$ cat src/rtl/z80_rom_ctrl.sv
// z80_rom_ctrl: banked ROM window for a Z80 bus, fetching bytes over a req/ack memory handshake
module z80_rom_ctrl (
  input  logic        CLK,
  input  logic        RESET,
  input  logic [15:0] SDA,
  input  logic        nMREQ,
  input  logic        nIORQ,
  input  logic        nRD,
  input  logic        nWR,
  output logic        nWAIT,
  output logic [7:0]  ROM_DOUT,
  output logic        ROM_SEL,
  output logic        MEM_REQ,
  output logic [21:0] MEM_ADDR,
  input  logic        MEM_ACK,
  input  logic [7:0]  MEM_DATA,
  output logic [31:0] BANK
);
  typedef enum logic [1:0] {IDLE, REQ, DONE} state_t;
  state_t state, next_state;
  logic [7:0] bank [4];
  logic [21:0] rom_addr;
  logic rom_rd, io_ld, start, ack, unused_wr;
  assign unused_wr = nWR;
  assign rom_rd = ~nMREQ & ~nRD & (SDA < 16'hF800);
  assign io_ld = ~nIORQ & ~nRD & (SDA[7:2] == 6'b000010);
  assign start = (state == IDLE) & rom_rd;
  assign ack = (state == REQ) & MEM_ACK;
  assign nWAIT = ~(rom_rd & (state != DONE));
  assign ROM_SEL = rom_rd;
  assign BANK = {bank[3], bank[2], bank[1], bank[0]};
  // Window decode: each region above 8000h maps its low bits under one bank register
  always_comb begin
    rom_addr = !SDA[15] ? {7'd0, SDA[14:0]} :
               !SDA[14] ? {bank[3], SDA[13:0]} :
               !SDA[13] ? {1'b0, bank[2], SDA[12:0]} :
               !SDA[12] ? {2'b0, bank[1], SDA[11:0]} :
                          {3'b0, bank[0], SDA[10:0]};
  end
  // Bank registers load from I/O reads of ports 08h-0Bh; reset gives a linear map
  always_ff @(posedge CLK or posedge RESET) begin
    if (RESET) begin
      bank[0] <= 8'h1E;
      bank[1] <= 8'h0E;
      bank[2] <= 8'h06;
      bank[3] <= 8'h02;
    end else if (io_ld) begin
      bank[SDA[1:0]] <= SDA[15:8];
    end
  end
  // State register
  always_ff @(posedge CLK or posedge RESET) begin
    if (RESET) state <= IDLE;
    else state <= next_state;
  end
  // DONE holds until the strobes release so a stretched cycle fetches only once
  always_comb begin
    next_state = state;
    next_state = start ? REQ : ack ? DONE : (state == DONE && !rom_rd) ? IDLE : state;
  end
  // Request issue and data capture; an aborted read still completes its fetch
  always_ff @(posedge CLK or posedge RESET) begin
    if (RESET) begin
      MEM_REQ <= 1'b0;
      MEM_ADDR <= '0;
      ROM_DOUT <= '0;
    end else begin
      if (start) begin
        MEM_REQ <= 1'b1;
        MEM_ADDR <= rom_addr;
      end
      if (ack) begin
        MEM_REQ <= 1'b0;
        ROM_DOUT <= MEM_DATA;
      end
    end
  end
endmodule

$ cat config.mk
export PLATFORM = sky130hd
export DESIGN_NAME = z80_rom_ctrl
export DESIGN_NICKNAME = d
export VERILOG_FILES = /design/src/rtl/z80_rom_ctrl.sv
export SDC_FILE = /design/constraint.sdc
export NUM_CORES = 1
export LEC_CHECK = 0
export BUFFER_PORTS_ARGS = -buffer_cell sky130_fd_sc_hd__buf_2
export CAP_MARGIN = 20
export CORE_ASPECT_RATIO = 0.8
export CORE_MARGIN = 2
export CORE_UTILIZATION = 49
export DETAILED_ROUTE_END_ITERATION = 6
export PLACE_DENSITY = 0.87
export SYNTH_ARGS = -nofsm -noshare
export SYNTH_HDL_FRONTEND = slang
export SYNTH_SLANG_ARGS = --single-unit
$ cat constraint.sdc
create_clock -name CLK -period 2.1 [get_ports CLK]
set_input_delay 0.315 -clock CLK [delete_from_list [all_inputs] [get_ports CLK]]
set_output_delay 0.315 -clock CLK [all_outputs]
set_load 0.005 [all_outputs]
Word level (Yosys, flattened, before mapping)

Index checks and enable logic that the tools add are counted.

Muxes and demuxes: 12
$lt $le $gt $ge: 3
Bitwise operators: 12
Eq/ne operators: 4
Reduce and logical (&&, ||, !) cells: 6

Operators with widths:

| operator             | count |
|---|---|
| $mux 22              | 2 |
| $bwmux 32            | 1 |
| $mux 21              | 1 |
| $mux 20              | 1 |
| $demux 8 s2          | 1 |
| $lt 16x16->1 const B | 1 |
| $mux 8               | 1 |
| $and 1x1->1          | 7 |
| $eq 6x2->1 const B   | 1 |
| $mux 2               | 3 |
| $not 1->1            | 4 |
| $ge 3x3->1 const B   | 1 |
| $lt 3x1->1 const B   | 1 |
| $not 2->3            | 1 |
| $reduce_bool 3->1    | 1 |
| $eq 2x1->1 const B   | 1 |
| $eq 2x2->1 const B   | 1 |
| $logic_and 1x1->1    | 2 |
| $logic_not 2->1      | 1 |
| $mux 1               | 2 |
| $ne 2x2->1 const B   | 1 |
| $reduce_bool 2->1    | 1 |
| $logic_not 1->1      | 1 |

Output and inout port bits: 65
Logic and storage cells: 45
Register bits: 65

Longest topological paths before layout

Word-level depth: 8
Gate-level depth with buffers: 5
Mapped depth without buffers: 3

Worst setup path before layout

OpenSTA, ideal clock, no wires.

Kind: register to register
From: reg state[0]
To: reg MEM_ADDR[0]
Data arrival time: 1692 ps
Setup time: 125 ps
Clock period less this slack: 1817 ps
Data required time: 1975 ps
Path slack: 283 ps
Cell stages (with the launch flop): 5
Cell sequence: dfrtp_1 or4_4 a21oi_4 buf_12 mux2_4

Cells in the longest elaborated chain, start to end: 2

Ends and longest elaborated chain:

| element                | line | RTL |
|---|---|---|
| from (decl)            | 20   | `state_t state, next_state;` |
| from (signal assigned) | 54   | `else state <= next_state;` |
| $logic_not 2->1        | 27   | `assign start = (state == IDLE) & rom_rd;` |
| $and 1x1->1            | 27   |  |
| to (signal assigned)   | 70   | `MEM_ADDR <= rom_addr;` |
| to (decl)              | 14   | `output logic [21:0] MEM_ADDR,` |

Every way passes these cells.
A chain may end at the register's enable or synchronous reset.

Worst setup path in the final report

From: reg state[0]
To: reg MEM_ADDR[20]

The elaborated chain is that of the path after synthesis.

==> qor_table.md <==
| Parameter | Value |
| --- | --- |
| Internal | 2820 µW |
| Net count after synthesis | 228 |
| Kind of path behind the tightest hold check | in -> reg |
| Clock skew | 0.00982 ns |
| Post-synthesis instance area | 2850 µm² |
| Number of setup violations in the final report | 0 |
| Async SR Flop Fraction | 1.00 |
| Starting density of the core | 0.516 |
| Post-synth EDFFs | 0 |
| Clock power share | 0.304 |
| Number of optimization iterations in the first detailed-route pass | 4 |
| Combinational fraction of design power | 0.244 |
| Layout cells sized above 1 | 0.630 |
| Power density cells | 1030 nW/µm² |
| Critical path's slowest cell | sky130_fd_sc_hd__or4_4 |
| Number of flip-flops and latches in the synthesized netlist | 65 |
| Crit path kind | reg -> reg |
| Count of distinct cell types in the synthesized netlist | 35 |
| Total negative setup slack | 0 ns |
| Layout Nets | 337 |
| Number of violations reported at the end of detailed-routing iteration 0 | 66 |
| Total via count after detailed routing | 2079 |
| Clock Path Buffers | 2 |
| Minimum setup slack after placement | 0.232 ns |
| DRC | 0 |
| DIE HEIGHT | 72.2 µm |
| Largest vdd supply drop | 0.701 mV |
| Slack of the critical path | 0.257 ns |
| Final period utilization | 0.878 |
| Leak | 0.00191 µW |
| # clock sinks | 65 |
| ANT cells | 0 |
| Overall routed net length | 6680 µm |
| Total GRT Usage | 0.225 |
| Count of endpoints failing hold in the final timing report | 0 |
| Core Footprint | 5530 µm² |
| Share of power burned in registers | 0.452 |
| Maximum number of pins on one net before global-route repair | 45 |
| Slowest cell delay on critical path | 0.59 ns |
| Antenna violations before repair | 0 |
| Number of buffers and inverters on the critical path | 1 |
| Most frequently used flop master after synthesis | sky130_fd_sc_hd__dfrtp_1 |
| Via count of the first global-routing pass | 2107 |
| Synth top area cells | sky130_fd_sc_hd__dfrtp_1 (48%), sky130_fd_sc_hd__mux2_2 (20%), sky130_fd_sc_hd__dfstp_2 (9.2%) |
| Total of buffers placed on input and output ports | 94 |
| IO Count | 96 |
| Synthesis warning total | 0 |
| Synth top cells by count | sky130_fd_sc_hd__dfrtp_1 (55), sky130_fd_sc_hd__mux2_2 (50), sky130_fd_sc_hd__dfstp_2 (10), sky130_fd_sc_hd__mux2_4 (10), sky130_fd_sc_hd__o21ai_0 (8) |
| Chip Width | 89.3 µm |
| HPWL Detailed | 4650 µm |
| Critical path capture point type | flip-flop |
| Wire per inst | 17.2 µm |
| Required time of the critical path | 2.33 ns |
| # Max-Cap Violations | 0 |
| Launching element type of the critical path | flip-flop |
| CP Max Fanout | 11 |
| Max-slew headroom | 0.683 |
| Tightest Pin Transition | 0.475 ns |
| Average footprint of a synthesized cell | 14.5 µm² |
| Most common cell in the netlist | sky130_fd_sc_hd__dfrtp_1 |
| Clock Pin Slew Worst Setup and Hold Paths | 0.07 ns |
| # hold bufs at CTS | 1 |
| Setup bufs post-CTS | 0 |
| Latest clock arrival within the worst-skew pair | 0.34 ns |
| Overflow after GRT | 0 |
| Final total power | 3820 µW |
| Cell taking the most area after synthesis | sky130_fd_sc_hd__dfrtp_1 |
| Area enclosed by the die boundary | 6440 µm² |
| GPL Wtd Cong | 0.811 |
| Minimum clock period | 1.84 ns |
| Clock tree from TritonCTS | built |
| Top delay family on crit path | simple AND/OR/NAND/NOR gates |
| H-tree lvl count | 3 |
| Sequential area share after synthesis | 0.575 |
| Instance count of the mapped netlist | 197 |
| Number of inserted filler cells in the final layout | 430 |
| Switching fraction of total power | 0.262 |
| Final Max Tran Viols | 0 |
| Critical path arrival | 2.07 ns |
| Top cell type's share of synthesized area | 0.483 |
| Number of buffers created by CTS | 9 |
| Switching power of the nets | 1000 µW |
| Post-cts gate resize count | 0 |
| Status | complete, no violations |
| Average via count per standard cell | 5.34 |
| Area growth syn-to-layout | 29.7% |
| CTS root buf | sky130_fd_sc_hd__clkbuf_8 |
| Row Count | 24 |
| Wire length of the first global-routing pass | 10600 µm |
| Setup repair after global routing missed its margin | false |
| Antenna viol nets, final | 0 |
| Cells along the critical path | or4_4, a21oi_4, buf_4, mux2_2 |
| Highest attainable clock frequency | 543 MHz |
==> path summary, 6_finish.rpt <==
path                            slack (ns)      endpoint        start  cells after the start
worst min register to register        0.48       MEM_REQ      MEM_REQ                      2
worst max register to register        0.26  MEM_ADDR[20]     state[0]                      4
worst min-delay path                  0.21   ROM_DOUT[5]  MEM_DATA[5]                      2
worst max-delay path                  0.26  MEM_ADDR[20]     state[0]                      4
max in group asynchronous             0.91       BANK[1]        RESET                      4
min in group asynchronous             0.54   ROM_DOUT[1]        RESET                      3
==> per-stage QoR <==
stage	util	cells	area, µm²	hold slack (ns)
2_1_floorplan	-	197	2850	0.463
3_5_place_dp	0.627	372	3460	0.359
3_3_place_gp	0.627	372	3460	0.350
5_1_grt	0.669	389	3690	0.197
4_1_cts	0.669	389	3690	0.193
6_report	0.669	389	3690	0.206
==> sequential cells by signal, summed over array words and instances (netlist names) <==
register,cells
ROM_DOUT,8
MEM_ADDR,22
state,2
BANK,32
MEM_REQ,1
==> area by class of cell <==
type                            instances  area (µm²)  area share
Timing Repair Buffer                  106         576       0.156
Multi-Input combinational cell        119        1140       0.310
Tap cell                               78        97.6      0.0264
Clock inverter                          5        78.8      0.0213
Clock buffer                           11         141      0.0383
Inverter                                5        18.8     0.00508
Sequential cell                        65        1640       0.444
==> logic make-up after synthesis <==
group | count (synthesis) | share of synthesized area
AO/OA/AOI/OAI | 27 | 0.0641
buffers and inverters | 13 | 0.0233
AND/OR/NAND/NOR | 26 | 0.0659
flip-flops | 65 | 0.575
multiplexers | 66 | 0.271
==> cell usage in the layout (no fill, tap or decap), types with 6 or more instances in the layout <==
cell type	synthesis	routed
sky130_fd_sc_hd__mux2_4	10	10
sky130_fd_sc_hd__o21ai_0	8	8
sky130_fd_sc_hd__buf_2	0	94
sky130_fd_sc_hd__mux2_2	50	50
sky130_fd_sc_hd__mux2i_1	6	6
sky130_fd_sc_hd__clkbuf_8	0	10
sky130_fd_sc_hd__dfrtp_1	55	55
sky130_fd_sc_hd__buf_4	0	10
sky130_fd_sc_hd__a211oi_1	7	7
sky130_fd_sc_hd__dfstp_2	10	10
==> per-layer routing <==
layer	vias to the layer above	wire, µm	global-route usage
li1	941	-	-
met1	1058	2830	0.290
met2	67	3310	0.353
met3	13	410	0.0683
met4	0	126	0.0978
met5	-	0	0
==> power groups by stage <==
stage	Clock, µW	Combinational, µW	Sequential, µW
floorplan	0	494	1760
global placement	0	908	1730
detailed placement	0	943	1740
CTS	1180	949	1730
global route	1230	1030	1760
finish	1160	932	1730
(Power assumes the default switching activity.)
